==> src/rtl/resample_pkg.sv <==
// Shared resample definitions: writer FSM states, group size and the
// position codes exchanged with the display-side resampling reader.
package resample_pkg;

  localparam int WORDS_PER_GRP = 8;

  typedef enum logic [2:0] {
    STATE_IDLE     = 3'd0,
    STATE_CMD      = 3'd1,
    STATE_CMD_WAIT = 3'd2,
    STATE_DTA      = 3'd3,
    STATE_POS      = 3'd4
  } state_t;

  typedef enum logic [2:0] {
    POS_TL = 3'd0,
    POS_TC = 3'd1,
    POS_TR = 3'd2,
    POS_ML = 3'd3,
    POS_MC = 3'd4,
    POS_MR = 3'd5,
    POS_BL = 3'd6,
    POS_BC = 3'd7
  } resample_code_t;

endpackage

==> src/rtl/resample_pack.sv <==
// Resample writer: per group, one position code and eight memory words
// copied to the display fifo, position written after its last word.
module resample_pack #(
  parameter int WORDS_PER_GRP = resample_pkg::WORDS_PER_GRP
) (
  input  logic        clk,
  input  logic        clk_en,
  input  logic        rst,
  input  logic        cmd_empty,
  output logic        cmd_rd_en,
  input  logic        cmd_valid,
  input  logic [2:0]  cmd_dta,
  input  logic        mem_empty,
  output logic        mem_rd_en,
  input  logic        mem_valid,
  input  logic [63:0] mem_dta,
  input  logic        disp_wr_dta_almost_full,
  output logic        disp_wr_dta_en,
  output logic [63:0] disp_wr_dta,
  input  logic        resample_wr_almost_full,
  output logic        resample_wr_en,
  output logic [2:0]  resample_wr_dta,
  output logic        busy
);
  import resample_pkg::*;

  localparam logic [3:0] GRP_N = 4'(WORDS_PER_GRP);

  state_t      state_q, state_d;
  logic [3:0]  iss_cnt_q, iss_cnt_d;
  logic [3:0]  rcv_cnt_q, rcv_cnt_d;
  logic [3:0]  iss_base, rcv_base;
  logic [2:0]  pos_q, pos_d;
  logic        clr, accept;
  logic        cmd_rd_en_q, cmd_rd_en_d;
  logic        mem_rd_en_q, mem_rd_en_d;
  logic        disp_en_q, disp_en_d;
  logic [63:0] disp_dta_q, disp_dta_d;
  logic        res_en_q, res_en_d;
  logic [2:0]  res_dta_q, res_dta_d;
  logic        busy_q, busy_d;

  always_comb begin
    state_d = state_q;
    pos_d   = pos_q;
    clr     = 1'b0;
    unique case (state_q)
      STATE_IDLE:
        if (~cmd_empty & ~disp_wr_dta_almost_full
            & ~resample_wr_almost_full)
          state_d = STATE_CMD;
      STATE_CMD:
        state_d = STATE_CMD_WAIT;
      STATE_CMD_WAIT:
        if (cmd_valid) begin
          pos_d   = cmd_dta;
          clr     = 1'b1;
          state_d = STATE_DTA;
        end
      STATE_DTA:
        if (rcv_cnt_q == GRP_N)
          state_d = STATE_POS;
      STATE_POS:
        state_d = STATE_IDLE;
      default:
        state_d = STATE_IDLE;
    endcase
  end

  // Strobes are registered, so issue looks at the state being entered.
  always_comb begin
    accept = mem_valid & (state_q == STATE_DTA)
           & (rcv_cnt_q < GRP_N);
    iss_base = clr ? 4'd0 : iss_cnt_q;
    rcv_base = clr ? 4'd0 : rcv_cnt_q;
    mem_rd_en_d = (state_d == STATE_DTA)
                & (iss_base < GRP_N)
                & ~mem_empty
                & ~disp_wr_dta_almost_full;
    iss_cnt_d = iss_base + {3'd0, mem_rd_en_d};
    rcv_cnt_d = rcv_base + {3'd0, accept};
    cmd_rd_en_d = (state_d == STATE_CMD);
    disp_en_d   = accept;
    disp_dta_d  = accept ? mem_dta : disp_dta_q;
    res_en_d    = (state_d == STATE_POS);
    res_dta_d   = res_en_d ? pos_q : res_dta_q;
    busy_d      = (state_d != STATE_IDLE);
  end

  always_ff @(posedge clk or posedge rst) begin
    if (rst) begin
      state_q     <= STATE_IDLE;
      iss_cnt_q   <= 4'd0;
      rcv_cnt_q   <= 4'd0;
      pos_q       <= 3'd0;
      cmd_rd_en_q <= 1'b0;
      mem_rd_en_q <= 1'b0;
      disp_en_q   <= 1'b0;
      disp_dta_q  <= 64'h0;
      res_en_q    <= 1'b0;
      res_dta_q   <= 3'h0;
      busy_q      <= 1'b0;
    end else if (clk_en) begin
      state_q     <= state_d;
      iss_cnt_q   <= iss_cnt_d;
      rcv_cnt_q   <= rcv_cnt_d;
      pos_q       <= pos_d;
      cmd_rd_en_q <= cmd_rd_en_d;
      mem_rd_en_q <= mem_rd_en_d;
      disp_en_q   <= disp_en_d;
      disp_dta_q  <= disp_dta_d;
      res_en_q    <= res_en_d;
      res_dta_q   <= res_dta_d;
      busy_q      <= busy_d;
    end
  end

  assign cmd_rd_en       = cmd_rd_en_q;
  assign mem_rd_en       = mem_rd_en_q;
  assign disp_wr_dta_en  = disp_en_q;
  assign disp_wr_dta     = disp_dta_q;
  assign resample_wr_en  = res_en_q;
  assign resample_wr_dta = res_dta_q;
  assign busy            = busy_q;

endmodule

==> config.mk <==
export PLATFORM = sky130hd
export DESIGN_NAME = resample_pack
export DESIGN_NICKNAME = d
export VERILOG_FILES = /design/src/rtl/resample_pkg.sv /design/src/rtl/resample_pack.sv
export SDC_FILE = /design/constraint.sdc
export NUM_CORES = 1
export LEC_CHECK = 0
export BUFFER_PORTS_ARGS = -buffer_cell sky130_fd_sc_hd__buf_2
export CAP_MARGIN = 20
export CORE_MARGIN = 4
export CORE_UTILIZATION = 40
export CTS_BUF_LIST = sky130_fd_sc_hd__clkbuf_16
export CTS_CLUSTER_DIAMETER = 60
export DETAILED_ROUTE_END_ITERATION = 10
export HOLD_SLACK_MARGIN = 0.12
export PLACE_DENSITY_LB_ADDON = 0.25
export SLEW_MARGIN = 20
export SYNTH_ARGS = -nofsm -noshare
export SYNTH_HDL_FRONTEND = slang
export SYNTH_SLANG_ARGS = --single-unit
==> constraint.sdc <==
create_clock -name clk -period 7.9 [get_ports clk]
set_clock_uncertainty 0.15 [all_clocks]
set_input_delay 0.395 -clock clk [delete_from_list [all_inputs] [get_ports clk]]
set_output_delay 0.395 -clock clk [all_outputs]
set_load 0.1 [all_outputs]
* Word-level counts from Yosys, hierarchy flattened
Index checks and enable logic that the tools add are counted. Widths: inputs -> output; s select.
Word-level totals: flip-flop bits (word level) 86, logic and storage cells 46, bits of input ports 76, output and inout port bits 72
Operators by class: reduce and logical (&&, ||, !) cells 5, eq/ne operators 7, mux-type cells 8, $lt $le $gt $ge 2, add/subtract/negate cells 2, bitwise gates (word level) 11
Operators by type and width (count):
- $pmux 3 s4 | 1
- $eq 3x2->1 const B | 3
- $mux 3 | 3
- $add 4x1->4 | 2
- $lt 4x4->1 const B | 2
- $mux 4 | 2
- $and 1x1->1 | 7
- $eq 3x1->1 const B | 2
- $eq 4x4->1 const B | 1
- $not 1->1 | 4
- $reduce_and 2->1 | 2
- $eq 3x3->1 const B | 1
- $logic_not 3->1 | 1
- $reduce_and 3->1 | 1
- $reduce_bool 3->1 | 1
- $mux 1 | 2

* Depth between registers and ports, before layout
word-level depth 10, mapped depth 8, depth with buffers taken out 8

* Worst setup path after synthesis
Ideal clock, no wire load.
kind flip-flop to flip-flop, from register state_q[2], to register iss_cnt_q[1], cell stages (with the launch flop) 7, period minus slack after synthesis 2.279 ns, slack 5.621 ns, data required time 7.625 ns, arrival time 2.005 ns, library setup time 0.125 ns, path buffers 0, path through dfrtp_1 -> nand4bb_1 -> a2111o_1 -> a211oi_2 -> ha_1 -> ha_1 -> mux2_2
On the way: word-level cells in the longest chain between the ends 8, elaborated cells between the ends (all ways) 16, those cells by class 1 x add/sub; 1 x order compare; 4 x eq/ne; 6 x mux; 3 x bitwise; 1 x reduce/logical
Ends and longest elaborated chain:
- from (decl) | RTL line resample_pack.sv:29 | state_t state_q, state_d;
- from (signal assigned) | RTL line resample_pack.sv:104 | state_q <= state_d;
- $eq 3x2->1 | RTL line resample_pack.sv:47 | unique case (state_q)
- $mux 1 | RTL line resample_pack.sv:47
- $mux 4 | RTL line resample_pack.sv:74 | iss_base = clr ? 4'd0 : iss_cnt_q;
- $lt 4x4->1 | RTL line resample_pack.sv:77 | & (iss_base < GRP_N)
- $and 1x1->1 * | RTL line resample_pack.sv:77
- $and 1x1->1 * | RTL line resample_pack.sv:78 | & ~mem_empty
- $and 1x1->1 * | RTL line resample_pack.sv:79 | & ~disp_wr_dta_almost_full;
- net mem_rd_en_d | RTL line resample_pack.sv:36 | logic mem_rd_en_q, mem_rd_en_d;
- $add 4x1->4 * | RTL line resample_pack.sv:80 | iss_cnt_d = iss_base + {3'd0, mem_rd_en_d};
- net iss_cnt_d[1] | RTL line resample_pack.sv:30 | logic [3:0] iss_cnt_q, iss_cnt_d;
- to (signal assigned) | RTL line resample_pack.sv:105 | iss_cnt_q <= iss_cnt_d;
- to (decl) | RTL line resample_pack.sv:30
Mark *: on every way through the listed nets, which the timed path passes. The rest lies on a longest branch. A chain may end at the register's enable or synchronous reset.

* Worst setup path in the final report
Ends and elaborated chain as after synthesis.

==> summary.txt <==
Route
  • DRC: 0
  • DRT Pass-1 Iters: 4
  • First DRT Iteration DRCs: 48
  • DRT Wirelength: 7560 um
  • Routed wire length per instance: 15.1 um
  • Via density: 4.79
  • Detailed-route via count: 2,394
  • Antenna Nets Post-Route: 0

Worst setup path
  • Critical Path AT: 2.50 ns
  • CP max FO: 7
  • Worst Path Required: 7.96 ns
  • CP Launch Type: flop
  • Crit end category: flop
  • Crit path kind: flop to flop

Clock network
  • Post-CTS Repair Setup Buffers: 0
  • CTS tree: done
  • Clock transition at path regs: 0.07 ns
  • Num Clock Sinks: 86
  • CTS Root Cell: clkbuf_16
  • Total CTS buffers: 9
  • Clk buf depth: 2
  • Hold Buf Count CTS: 10
  • Post_cts resized: 0
  • Worst-Skew Late Latency: 0.32 ns
  • H-tree depth: 3

Floorplanning
  • Die area: 10,700 um2
  • Num rows: 34
  • Die height: 103 um
  • Core area: 8760 um2
  • Initial Utilization: 41.4%
  • Ports: 148
  • Die width: 103 um

Timing
  • Fin crit share: 30.9%
  • Final TNS setup: 0 ns
  • Final slew viol count: 0
  • Worst slew pin tran: 1.07 ns
  • RSZ-0062 raised after global routing: no
  • Final Hold Viols: 0
  • Slew margin rel.: 28.8%
  • FMAX: 409 MHz
  • Tmin final: 2.44 ns
  • Setup Viol. Count Final: 0

Global route
  • Largest net degree at the start of global routing: 87
  • Global Route Usage Sum: 14.3%
  • Vias in the first global route: 2,439
  • First-pass GRT wire length: 11,800 um
  • Initial antenna violation count: 0
  • GRT overflow: 0

Place
  • HPWL after detailed placement: 5320 um
  • Dpl cell area: 4440 um2
  • Post-Place Cells: 474
  • IO Port Bufs: 147
  • GP Congestion: 0.754

Synthesis
  • Post-synthesis async set-or-reset flop share: 100%
  • Syn nets: 307
  • Most numerous cell in the Yosys netlist: dfrtp_1
  • Cell taking the most area after synthesis: dfrtp_1
  • Distinct cells, synth: 33
  • Syn_area_per_cell: 16.0 um2
  • Ys Warns: 0
  • Post-synth top cells: dfrtp_1 (86), mux2_4 (40), mux2_1 (25)
  • Mapped cell area: 3630 um2
  • Yosys top cell area share: 59.2%
  • Main synth FF type: dfrtp_1
  • Synth area leaders: dfrtp_1 (59%), mux2_4 (17%), mux2_1 (7.8%)
  • EDFF count, synth: 0
  • Number of synthesized register bits: 86
  • Seq/Total Area, Yosys: 59.2%
  • Mapped Cells: 227

Layout
  • Finished Layout Cells: 500
  • Area delta synth->final: 33.4%
  • Nets: 467
  • Layout cell share with drive strength beyond 1: 56.6%
  • Antenna Cells: 0
  • Post-Layout Inst Area: 4840 um2
  • Post-layout util: 55.3%

Power
  • Pwr/cell area: 389 nW/um2
  • Worst ir drop on vdd: 307 uV
  • Leakage: 2.79 nW

Outcome
  • Status: complete, no violations

Run
  • Maxcap violations: 0

Hold path
  • Worst min path class: primary input to async pin
## critical path, cell delays in order (launching register included)
cell and delay [ns]:
dfrtp_1 0.47, nand4bb_1 0.34, a2111o_1 0.48, a211oi_2 0.18
ha_1 0.21, ha_1 0.24, mux2_2 0.26
## final timing paths
path	from	to	slack, ns	cells after the start
setup / recovery	state_q[2]	iss_cnt_q[1]	5.46	6
hold / removal	rst	disp_wr_dta[22]	0.11	3
setup reg to reg	state_q[2]	iss_cnt_q[1]	5.46	6
hold reg to reg	disp_wr_dta[42]	disp_wr_dta[42]	0.34	1
max in group asynchronous	rst	iss_cnt_q[0]	6.96	3
min in group clk	mem_dta[44]	disp_wr_dta[44]	0.13	2
## layout make-up
class / instances / area, um2
Tap cell: 108 / 135
Timing Repair Buffer: 158 / 847
Multi-Input combinational cell: 124 / 1380
Sequential cell: 86 / 2150
Clock inverter: 7 / 72.6
Inverter: 8 / 31.3
Fill cell: 750 / 3920
Clock buffer: 9 / 225
## cells in the final DEF, fill, tap and decap left out, types with 3 or more instances in the layout
cell           instances
buf_2                147
clkbuf_16              9
mux2_1                25
inv_1                  6
a21oi_1                4
and2_1                 4
nand3_1                3
dlygate4sd3_1         10
o21ai_0                5
mux2_4                40
ha_1                   4
nand2_1                5
dfrtp_1               86
mux2_2                12
## power breakdown
| group | switching (mW) | total (mW) | internal, mW |
|---|---|---|---|
| clock network | 0.172 | 0.418 | 0.246 |
| logic | 0.676 | 0.861 | 0.185 |
| registers | 0.0652 | 0.605 | 0.540 |
## layer usage
layer | vias to the layer above | global-route usage, % | part of all wire (%)
met1 | 1173 | 18.0 | 42
met5 | - | 0 | 0
li1 | 1128 | - | -
met2 | 84 | 23.9 | 49
met3 | 9 | 3.42 | 7.8
met4 | 0 | 5.08 | 1.4
## registers in the layout, summed over array words and instances (netlist names)
signal	count
mem_rd_en	1
rcv_cnt_q	4
pos_q	3
resample_wr_dta	3
cmd_rd_en	1
iss_cnt_q	4
resample_wr_en	1
disp_wr_dta	64
disp_wr_dta_en	1
state_q	3
busy	1
## metrics by stage
step                      hold slack, ns  setup slack [ns]  total power [mW]
after floorplan                    0.322              5.13              1.33
after global placement             0.320              5.51              1.46
after detailed placement           0.330              5.45              1.47
after CTS                          0.120              5.42              1.91
after global routing               0.126              5.20              1.97
final                              0.111              5.46              1.88
## cells by family after synthesis
family,Yosys count,synth area share (%)
mux,78,28.3
flops,86,59.2
simple gates,23,4.51
buf+inv,17,2.93
fa+ha+maj,4,1.38
compound gates,19,3.65
(Power assumes the default switching activity.)
